### src/rtl/vector_pkg.sv
// Shared defaults, scan state encoding and raster helpers for the vector framebuffer arbiter.
package vector_pkg;

  localparam int VEC_ADDR_W = 16;
  localparam int VEC_DATA_W = 8;

  typedef enum logic [1:0] {
    ST_IDLE     = 2'd0,
    ST_SCAN_RD  = 2'd1,
    ST_SCAN_CAP = 2'd2,
    ST_SCAN_WB  = 2'd3
  } scan_state_t;

  function automatic logic pix_active(input logic [8:0] h, input logic [8:0] v);
    return (h < 9'd256) && (v < 9'd256);
  endfunction

endpackage

### src/rtl/vector_fb_clear.sv
// Clear-sweep address counter: walks the whole framebuffer one granted write at a time.
module vector_fb_clear #(
  parameter int ADDR_W = 16
) (
  input  logic              clk,
  input  logic              reset,
  input  logic              start,
  input  logic              grant,
  output logic [ADDR_W-1:0] addr,
  output logic              busy
);

  // A restart wins over a same-cycle grant so the sweep always begins again at 0.
  always_ff @(posedge clk or negedge reset) begin
    if (!reset) begin
      addr <= '0;
      busy <= 1'b0;
    end else if (start) begin
      addr <= '0;
      busy <= 1'b1;
    end else if (grant && busy) begin
      addr <= addr + 1'b1;
      if (&addr) busy <= 1'b0;
    end
  end

endmodule

### src/rtl/vector_fb_arbiter.sv
// Single-port framebuffer arbiter: scan-out read/decay-writeback, clear sweep and line-drawer writes.
// States: IDLE grants clear/draw | SCAN_RD read addr | SCAN_CAP latch pixel | SCAN_WB decay writeback
module vector_fb_arbiter
  import vector_pkg::*;
#(
  parameter int ADDR_W      = VEC_ADDR_W,
  parameter int DATA_W      = VEC_DATA_W,
  parameter int DECAY_SHIFT = 1
) (
  input  logic              clk,
  input  logic              reset,
  input  logic              ce_pix,
  input  logic [8:0]        hcnt,
  input  logic [8:0]        vcnt,
  input  logic              draw_req,
  input  logic [ADDR_W-1:0] draw_addr,
  input  logic [DATA_W-1:0] draw_data,
  output logic              draw_ack,
  input  logic              clear_start,
  output logic              clear_busy,
  output logic [ADDR_W-1:0] fb_addr,
  output logic              fb_wr,
  output logic [DATA_W-1:0] fb_wdata,
  input  logic [DATA_W-1:0] fb_rdata,
  output logic [DATA_W-1:0] pix_out,
  output logic              overrun
);

  scan_state_t       state, state_nxt;
  logic              ce_prev;
  logic              trigger;
  logic              active;
  logic              scan_go;
  logic              clear_grant;
  logic [ADDR_W-1:0] clear_addr;
  logic [ADDR_W-1:0] scan_addr;

  assign trigger = ce_pix & ~ce_prev;
  assign active  = pix_active(hcnt, vcnt);
  assign scan_go = trigger & active;

  vector_fb_clear #(
    .ADDR_W(ADDR_W)
  ) u_clear (
    .clk  (clk),
    .reset(reset),
    .start(clear_start),
    .grant(clear_grant),
    .addr (clear_addr),
    .busy (clear_busy)
  );

  always_ff @(posedge clk or negedge reset) begin
    if (!reset) state <= ST_IDLE;
    else        state <= state_nxt;
  end

  // Port outputs are combinational so a draw write lands in the cycle it is granted;
  // they are also forced idle while reset is held so no pending write completes.
  always_comb begin
    state_nxt   = state;
    fb_addr     = '0;
    fb_wr       = 1'b0;
    fb_wdata    = '0;
    draw_ack    = 1'b0;
    clear_grant = 1'b0;
    if (reset) begin
      unique case (state)
        ST_IDLE: begin
          if (scan_go) begin
            state_nxt = ST_SCAN_RD;
          end else if (clear_busy) begin
            clear_grant = 1'b1;
            fb_addr     = clear_addr;
            fb_wr       = 1'b1;
          end else if (draw_req) begin
            draw_ack = 1'b1;
            fb_addr  = draw_addr;
            fb_wdata = draw_data;
            fb_wr    = 1'b1;
          end
        end
        ST_SCAN_RD: begin
          fb_addr   = scan_addr;
          state_nxt = ST_SCAN_CAP;
        end
        ST_SCAN_CAP: state_nxt = ST_SCAN_WB;
        ST_SCAN_WB: begin
          if (DECAY_SHIFT != 0) begin
            fb_addr  = scan_addr;
            fb_wdata = pix_out >> DECAY_SHIFT;
            fb_wr    = 1'b1;
          end
          state_nxt = ST_IDLE;
        end
        default: state_nxt = ST_IDLE;
      endcase
    end
  end

  // Scan address is latched at the trigger so read and writeback hit the same pixel.
  always_ff @(posedge clk or negedge reset) begin
    if (!reset) begin
      ce_prev   <= 1'b0;
      pix_out   <= '0;
      overrun   <= 1'b0;
      scan_addr <= '0;
    end else begin
      ce_prev <= ce_pix;
      if (trigger && state != ST_IDLE) overrun <= 1'b1;
      if (state == ST_IDLE && scan_go) scan_addr <= ADDR_W'({vcnt[7:0], hcnt[7:0]});
      if (state == ST_SCAN_CAP)                 pix_out <= fb_rdata;
      else if (state == ST_IDLE && trigger && !active) pix_out <= '0;
    end
  end

endmodule
### config.mk
export PLATFORM = sky130hd
export DESIGN_NAME = vector_fb_arbiter
export DESIGN_NICKNAME = d
export VERILOG_FILES = /design/src/rtl/vector_pkg.sv /design/src/rtl/vector_fb_clear.sv /design/src/rtl/vector_fb_arbiter.sv
export SDC_FILE = /design/constraint.sdc
export NUM_CORES = 1
export LEC_CHECK = 0
export BUFFER_PORTS_ARGS = -buffer_cell sky130_fd_sc_hd__buf_2
export CORE_MARGIN = 2
export CORE_UTILIZATION = 54
export DETAILED_ROUTE_END_ITERATION = 8
export MAX_ROUTING_LAYER = met4
export PLACE_DENSITY = 0.81
export SLEW_MARGIN = 10
export SYNTH_ARGS = -nofsm -noshare
export SYNTH_HDL_FRONTEND = slang
export SYNTH_HIERARCHICAL = 1
export SYNTH_SLANG_ARGS = --single-unit
### constraint.sdc
create_clock -name clk -period 3.7 [get_ports clk]
set_input_delay 0.37 -clock clk [delete_from_list [all_inputs] [get_ports clk]]
set_output_delay 0.37 -clock clk [all_outputs]
set_load 0.005 [all_outputs]
-- Word level (Yosys, flattened, before mapping)
Index checks and enable logic that the tools add are counted.
- register bits after elaboration: 45
- latch bits: 0
- memory bits (writable): 0
- memory bits (read-only): 0
- input bits: 55
- output and inout port bits: 36
- logic and storage cells: 65
- memories kept: 0
- add/sub/neg operators: 1
- multipliers: 0
- div/mod/pow operators: 0
- magnitude comparators: 2
- equality and inequality tests: 4
- shift-type cells: 0
- mux-type cells: 32
- bitwise gates (word level): 3
- reductions and logical operators: 16
- operators by type and width (operator ; count):
    16-bit 2-to-1 mux ; 6
    8-bit 2-to-1 mux ; 6
    16-bit one-hot mux with 2 select lines ; 1
    9-bit < comparator, second input constant ; 2
    16-bit by 1-bit adder with 16-bit output, second input constant ; 1
    8-bit one-hot mux with 2 select lines ; 1
    16-bit AND reduction ; 1
    1-bit 2-to-1 mux ; 15
    2-bit one-hot mux with 4 select lines ; 1
    2-bit nonzero test ; 4
    1-bit logical AND ; 6
    2-bit == test, second input constant ; 2
    2-bit AND reduction ; 2
    1-bit bitwise AND ; 2
    2-bit by 1-bit == test with 1-bit output, second input constant ; 1
    2-bit logical NOT ; 1
    2-bit 2-to-1 mux ; 1
    2-bit != test, second input constant ; 1
    1-bit one-hot mux with 2 select lines ; 1
    2-bit OR reduction ; 1
    1-bit logical NOT ; 1
    1-bit NOT ; 1

-- Logic depth before layout (Yosys ltp)
Gate-level depths: netlist (run 1).
- depth after elaboration: 9
- depth in mapped cells: 9
- gate-level depth less buffers: 8

-- Modules after synthesis
The synthesis (run 1) kept the hierarchy.
- modules (own cells, without submodules) (module ; instances ; cells each ; area each (sq um) ; seq. area each (sq um)):
    vector_fb_arbiter ; 1 ; 165 ; 1729.2 ; 700.7
    vector_fb_clear ; 1 ; 88 ; 869.6 ; 425.4

-- Least setup slack after synthesis (run 1)
No wires, ideal clock.
- kind: reg2reg
- start point: register state[0]
- end point: register u_clear.addr[15]
- setup time: 0.078 ns
- arrival: 2.274 ns
- required time: 3.622 ns
- path slack: 1.347 ns
- stages on the path, launching flop included: 10
- buffers on the path: 1
- period minus slack after synthesis: 2.353 ns
- cells stage by stage: dfrtp_1 clkbuf_1 inv_1 ha_1 and2_1 and3_1 and4_4 nand3_4 or4_1 a21oi_1
- word-level cells in the longest chain between the ends: 5
- ends and longest elaborated chain (element ; line ; source):
    start: declaration ; vector_fb_arbiter.sv:29 ; scan_state_t state, state_nxt;
    start signal: assignment ; vector_fb_arbiter.sv:55 ; else state <= state_nxt;
    2-bit logical NOT ; vector_fb_arbiter.sv:68 ; unique case (state)
    1-bit 2-to-1 mux ; vector_fb_arbiter.sv:68 ;
    1-bit 2-to-1 mux ; vector_fb_arbiter.sv:67 ; if (reset) begin
    named net clear_grant ; vector_fb_arbiter.sv:34 ; logic clear_grant;
    1-bit logical AND ; vector_fb_clear.sv:21 ; end else if (grant && busy) begin
    2-bit nonzero test (no source line) ; n/a ;
    end signal: assignment ; vector_fb_clear.sv:22 ; addr <= addr + 1'b1;
    end: declaration ; vector_fb_clear.sv:9 ; output logic [ADDR_W-1:0] addr,
The timed path passes the listed nets, and every way through them passes these cells.
A chain may end at the register's enable or synchronous reset.

-- Worst setup path after layout (run 1)
- start point: register state[0]
- end point: output port fb_wdata[6]
- word-level cells in the longest chain between the ends: 3
- elaborated cells between the ends (all ways): 4
- classes of those cells: eq/ne (1); mux (2); reduce/logical (1)
- ends and longest elaborated chain (element ; line ; source):
    2-bit == test or 2-bit logical NOT (tied branches) ; vector_fb_arbiter.sv:68 ;
    8-bit one-hot mux with 2 select lines * ; vector_fb_arbiter.sv:68 ;
    8-bit 2-to-1 mux * ; vector_fb_arbiter.sv:67 ;
    end: declaration ; vector_fb_arbiter.sv:23 ; output logic [DATA_W-1:0] fb_wdata,
Mark *: on every way between the ends. The rest lies on a longest branch, timed or not.

==> reports/qor.yml, run 1 <==
route:
  wl_per_cell_um: 16.7
  dr.pass1.iters: 4
  via_count: 2316
  via_per_inst: 5.91
  drc: 0
  wl_mm: 6.56
  ant_nets: 0
  drt_iter0_drc: 174
sta:
  rsz0062_at_grt: "false"
  fmax_mhz: 349
  hold_violations: 0
  fin_crit_sh: 0.776
  fin_skew_ns: 0.00378
  tightest_slew_ns: 0.872
  relSlewSlack: 0.417
  finalMaxSlewViolations: 0
  fin_setup_tns_ns: 0
  setup_viol: 0
  period_minus_slack_ns: 2.87
cts:
  post_cts_resized: 0
  cts_hold_buffers: 0
  htreeDepth: 2
  cts.path.max_buffers: 2
  post-cts-setup-buffer-count: 0
  clk_latency_ns: 0.30
  path_clk_slew_ns: 0.08
  cts_tree: "yes"
  cts_made_buffers: 5
  cts_sinks: 45
  cts_root_buf: "clkbuf_8"
synth:
  yosysTopAreaCell: "dfrtp_1"
  synth_flop_cell: "dfrtp_1"
  synthDominantCellAreaShare: 0.433
  synth_edf_count: 0
  synthSimpleGateAreaFrac: 0.200
  synth_mux_area_frac: 0.0924
  synth_top_family_by_area: "simple AND/OR/NAND/NOR gates"
  syn_area_sq_mm: 0.00260
  synth_area_per_cell_sq_um: 10.3
  synth_nets: 313
  synth_cell_types: 45
  ys_ff_latch: 45
  synth-seq-area-share: 0.433
  synthXorXnorAreaFrac: 0.0337
  yosys_warnings: 6
  synth_common_cells: "45 x dfrtp_1, 17 x nor2_1, 15 x a22oi_1, 14 x nand2_1, 14 x nand3_1"
  yosysMostFrequentCell: "dfrtp_1"
  synth_adder_area_share: 0.0241
  synth_compound_area_frac: 0.180
  syn_inst: 253
  synthTopCellsByArea: "dfrtp_1 43%, mux2_4 5.8%, a22o_1 4.4%"
  synthArstFlopShare: 1.00
setup_path:
  reg2reg_to: "u_clear/addr[14]"
  r2r_start: "state[0]"
  critPathTopFamily: "simple AND/OR/NAND/NOR gates"
  start_kind: "flip-flop"
  arrival_ns: 2.50
  crit_chain: "inv_1 -> ha_1 -> nor2b_1 -> nand2_1 -> o21ai_0 -> buf_2"
  required_ns: 3.33
  critPathBufInv: 2
  max_stage_delay_ns: 0.69
  worst-r2r-cell-count: 8
  worstPathMaxFanout: 15
  slowest_stage: "nor2b_1"
  worstSetupPathType: "reg2out"
  crit_path_end_kind: "output port"
  regToRegSetupSlack_ns: 0.84
min_path:
  hold_class: "in2async"
floorplanning:
  num_io_pins: 91
  fp.dieW_um: 73.4
  num_rows: 25
  die_y_um: 73.4
  core_sq_mm: 0.00469
  fp.dieArea_sq_mm: 0.00538
  start_util: 0.554
run_status:
  outcome: "completed"
run:
  drv_cap: 0
grt:
  grt_pass1_vias: 2160
  grt_first_pass_wirelength_mm: 10.5
  track_usage: 0.264
  grt_max_degree: 33
  gr-total-overflow: 0
  antenna_found_initial: 0
finish:
  num-nets-final: 397
  drive_above_1_share: 0.382
  syn2layout_area_growth_pct: 21.0
  diodes: 0
pwr:
  p_per_area_mw_per_mm2: 557
  power_mw: 1.75
  ir_worst_vdd_mv: 0.377
  leakage_nw: 1.51
placement:
  dpl.hpwl_mm: 4.91
  io_buffers: 90
  gp_congestion: 0.905
[through the flow]
step,worst slack (ns),hold WS [ns],instance area [sq um],instances,utilization
global route,0.549,0.138,3140,392,0.670
global placement,1.08,0.434,3050,384,0.650
floorplan,1.35,0.0744,2600,253,-
CTS,0.859,0.116,3140,392,0.670
detailed placement,0.913,0.450,3050,384,0.650
finish,0.831,0.0904,3140,392,0.670
[state kept, by name, summed over array words and instances, names as in the netlist]
signal        count
u_clear/busy      1
pix_out           8
scan_addr        16
state             2
ce_prev           1
u_clear/addr     16
overrun           1
[cell type report]
| type | count | area, sq um |
|---|---|---|
| Multi-Input combinational cell | 189 | 1380 |
| Clock buffer | 5 | 68.8 |
| Fill cell | 371 | 1550 |
| Clock inverter | 3 | 25.0 |
| Timing Repair Buffer | 92 | 465 |
| Tap cell | 54 | 67.6 |
| Sequential cell | 45 | 1130 |
| Inverter | 4 | 15.0 |
[routing by layer]
| metal | vias up | track usage | routed length, um |
|---|---|---|---|
| met5 | - | - | 0 |
| met4 | 0 | 0.0687 | 58 |
| met3 | 8 | 0.0425 | 397 |
| met2 | 84 | 0.402 | 3300 |
| met1 | 1118 | 0.370 | 2800 |
| li1 | 1106 | - | - |
[worst register-to-register path, stage by stage (launching register included)]
cell and delay [ns]:
dfrtp_1 0.55, inv_1 0.15, ha_1 0.50, and2_1 0.23
and3_1 0.26, nand2_1 0.17, nor3_1 0.34, and3_1 0.22
mux2_2 0.33
[worst max-delay path by stage]
stage                     startpoint  slack, ns  depth (start not counted)                to
after detailed placement    state[0]       0.91                          8  u_clear/addr[14]
final                       state[0]       0.83                          6       fb_wdata[6]
after global placement      state[0]       1.08                          8  u_clear/addr[15]
after global routing        state[0]       0.55                          6       fb_wdata[6]
after floorplan             state[0]       1.35                          9  u_clear/addr[15]
after CTS                   state[0]       0.86                          6       fb_addr[12]
[power breakdown]
part / internal [mW] / switching, mW / total, mW
Sequential: 0.635 / 0.133 / 0.769
Combinational: 0.348 / 0.320 / 0.668
Clock: 0.138 / 0.176 / 0.314
Total: 1.12 / 0.629 / 1.75
[placed cells by master (no fill, tap or decap), types with 3 or more instances in the layout]
cell,synthesis,routed
and3_1,3,3
mux2_4,10,10
mux2_2,8,8
o2bb2ai_1,10,10
inv_1,4,4
xor2_1,6,6
ha_1,5,5
dfrtp_1,45,45
clkbuf_8,0,5
nor2_1,17,17
a22oi_1,15,15
nor3_1,8,8
nand2_1,14,14
nand4_1,6,6
xnor2_1,4,4
nand3_1,14,14
o21ai_0,9,9
buf_2,2,90
a21oi_1,12,12
and2_1,3,3
a22o_1,13,13
nor2b_1,5,5
[cells by family (layout without fill, tap and decap cells)]
kind of cell	Yosys count	in the layout
fa+ha+maj	5	5
buf+inv	19	104
xor+xnor	10	10
simple gates	91	91
mux	18	18
compound gates	65	65
flops	45	45
(Power assumes the default switching activity.)
==> inputs of run 2 (changes only) <==
--- a/config.mk
+++ b/config.mk
@@ -5,12 +5,13 @@
 export SDC_FILE = /design/constraint.sdc
 export NUM_CORES = 1
 export LEC_CHECK = 0
+export ABC_AREA = 1
 export BUFFER_PORTS_ARGS = -buffer_cell sky130_fd_sc_hd__buf_2
 export CORE_MARGIN = 2
-export CORE_UTILIZATION = 54
+export CORE_UTILIZATION = 48
 export DETAILED_ROUTE_END_ITERATION = 8
 export MAX_ROUTING_LAYER = met4
-export PLACE_DENSITY = 0.81
+export PLACE_DENSITY = 0.74
 export SLEW_MARGIN = 10
 export SYNTH_ARGS = -nofsm -noshare
 export SYNTH_HDL_FRONTEND = slang
==> constraint.sdc (replaced) <==
create_clock -name clk -period 2.41 [get_ports clk]
set_input_delay 0.241 -clock clk [delete_from_list [all_inputs] [get_ports clk]]
set_output_delay 0.241 -clock clk [all_outputs]
set_load 0.005 [all_outputs]
==> reports/qor.yml, run 2 <==
finish:
  final_cell_mix: "131 x nand2_1, 90 x buf_2, 47 x nand3_1, 45 x dfrtp_1, 34 x inv_1"
  diodes: 0
  drive_above_1_share: 0.341
  num-nets-final: 557
  top_regs: "scan_addr: 16 flops, u_clear/addr: 16 flops, pix_out: 8 flops"
  final_area_sq_mm: 0.00364
  syn2layout_area_growth_pct: 14.8
  mostFrequentLayoutCell: "nand2_1"
pwr:
  switching_power_mw: 1.08
  p_per_area_mw_per_mm2: 724
  leakage_nw: 1.82
  p_int_mw: 1.55
  swShare: 0.410
  ir_worst_vdd_mv: 0.449
  seq_power_share: 0.418
  comb_power_share: 0.403
  clock_power_share: 0.178
synth:
  synth_flop_cell: "dfrtp_1"
  synth_edf_count: 0
  synthArstFlopShare: 1.00
  yosys_warnings: 6
  yosysTopAreaCell: "dfrtp_1"
  yosysMostFrequentCell: "nand2_1"
  ys_ff_latch: 45
  syn_area_sq_mm: 0.00317
  synth_cell_types: 35
  synth_common_cells: "131 x nand2_1, 47 x nand3_1, 45 x dfrtp_1, 34 x inv_1, 27 x nor2_1"
  synth_nets: 476
  synth_area_per_cell_sq_um: 7.62
  synthDominantCellAreaShare: 0.355
  synthTopCellsByArea: "dfrtp_1 36%, nand2_1 16%, nand3_1 7.4%"
  synth-seq-area-share: 0.355
  syn_inst: 416
route:
  wl_per_cell_um: 13.3
  drt_iter0_drc: 192
  via_count: 2951
  dr.pass1.iters: 5
  wl_mm: 7.67
  ant_nets: 0
  via_per_inst: 5.13
  drc: 0
sta:
  fin_setup_tns_ns: 0
  period_minus_slack_ns: 2.23
  fin_crit_sh: 0.925
  tightest_slew_ns: 0.585
  relSlewSlack: 0.610
  fin_skew_ns: 0.00857
  fmax_mhz: 449
  hold_violations: 0
  setup_viol: 0
  hold_ws_ns: 0.0649
  finalMaxSlewViolations: 0
  rsz0062_at_grt: "false"
cts:
  cts_root_buf: "clkbuf_8"
  cts.path.max_buffers: 2
  path_clk_slew_ns: 0.08
  cts_made_buffers: 5
  htreeDepth: 2
  cts_tree: "yes"
  cts_sinks: 45
  cts_hold_buffers: 0
  clk_latency_ns: 0.31
run:
  drv_cap: 0
setup_path:
  critPathLaunch: "state[0]"
  worstPathMaxFanout: 29
  slowest_stage: "dfrtp_1"
  start_kind: "flip-flop"
  worstSetupPathType: "reg2out"
  r2r_start: "state[0]"
  max_stage_delay_ns: 0.48
  crit_chain: "inv_1 -> ha_1 -> buf_4 -> nand3_1 -> a21oi_1 -> buf_2"
  crit_path_end_kind: "output port"
  arrival_ns: 1.99
  required_ns: 2.17
floorplanning:
  die_y_um: 85.3
  num_rows: 29
  start_util: 0.496
  num_io_pins: 91
  fp.dieW_um: 85.3
  core_sq_mm: 0.00639
  fp.dieArea_sq_mm: 0.00727
placement:
  io_buffers: 90
  dpl_cell_area_sq_mm: 0.00355
  dpl.hpwl_mm: 5.69
  gp_congestion: 0.930
grt:
  gr-total-overflow: 0
  grt_first_pass_wirelength_mm: 12.9
  antenna_found_initial: 0
  track_usage: 0.227
  grt_pass1_vias: 2805
  grt_max_degree: 48
run_status:
  outcome: "completed"
min_path:
  min_from: "ce_pix"
  hold_class: "in2reg"
## run 2: cell count changes after synthesis, sizes merged, moves of 15 or more
cell / previous run / this run
nand2: 14 / 138
a21oi: 13 / 34
nand3: 16 / 61
nor2: 18 / 37
mux2: 18 / 0
a22oi: 15 / 0
inv: 4 / 38
## run 2: routing by layer
layer | up-vias | global-route usage | share of wire
li1 | 1494 | - | -
met1 | 1338 | 0.298 | 0.43
met2 | 112 | 0.369 | 0.48
met3 | 7 | 0.0370 | 0.073
met4 | 0 | 0.0592 | 0.0099
met5 | - | - | 0
## run 2: power by group through the flow
stage	sequential, mW	clock [mW]	combinational (mW)
after CTS	1.10	0.486	1.06
after global routing	1.13	0.526	1.19
after global placement	1.11	0	1.03
after floorplan	1.09	0	0.828
after detailed placement	1.11	0	1.06
final	1.10	0.470	1.06
## run 2: worst max-delay path: cells and delay by family (launching register included)
kind | cells | cell delay (ns)
AO/OA/AOI/OAI | 1 | 0.17
adder cells (fa/ha/maj) | 1 | 0.19
buffers and inverters | 3 | 0.65
flip-flops | 1 | 0.48
AND/OR/NAND/NOR | 1 | 0.19
## run 2: worst paths after layout
check / to / cells past startpoint / slack, ns
hold / removal: ce_prev / 1 / 0.06
max in group asynchronous: u_clear/addr[10] / 2 / 1.90
min in group asynchronous: pix_out[4] / 2 / 0.11
setup reg to reg: scan_addr[12] / 6 / 0.41
setup / recovery: fb_addr[2] / 6 / 0.18
hold reg to reg: scan_addr[7] / 2 / 0.49
## run 2: per-stage QoR
step	worst slack (ns)	cells	utilization	total power [mW]
after floorplan	0.475	416	-	1.92
after global placement	0.456	567	0.556	2.14
after detailed placement	0.402	567	0.556	2.17
after CTS	0.0531	575	0.569	2.65
after global routing	0.0402	575	0.570	2.85
final	0.181	575	0.570	2.63
## run 2: repair_timing
action / 4_1_cts / 5_1_grt
endpoints found under the setup margin: 0 / 16
setup buffers: 0 / 0
endpoints found under the hold margin: 0 / 0
resized for setup: 0 / 2
## run 2: kinds of logic after synthesis
logic type	Yosys count	share of synthesized area
buffers and inverters	58	0.110
AND/OR/NAND/NOR	249	0.386
AO/OA/AOI/OAI	59	0.129
adder cells (fa/ha/maj)	5	0.0197
flip-flops	45	0.355
## run 2: layout make-up
cell class | count | area, sq um
multi-input combinational | 313 | 1700
tap | 77 | 96.3
clock inverter | 1 | 7.51
fill | 617 | 2750
timing repair buffer | 94 | 480
clock buffer | 7 | 76.3
sequential | 45 | 1130
inverter | 38 | 150
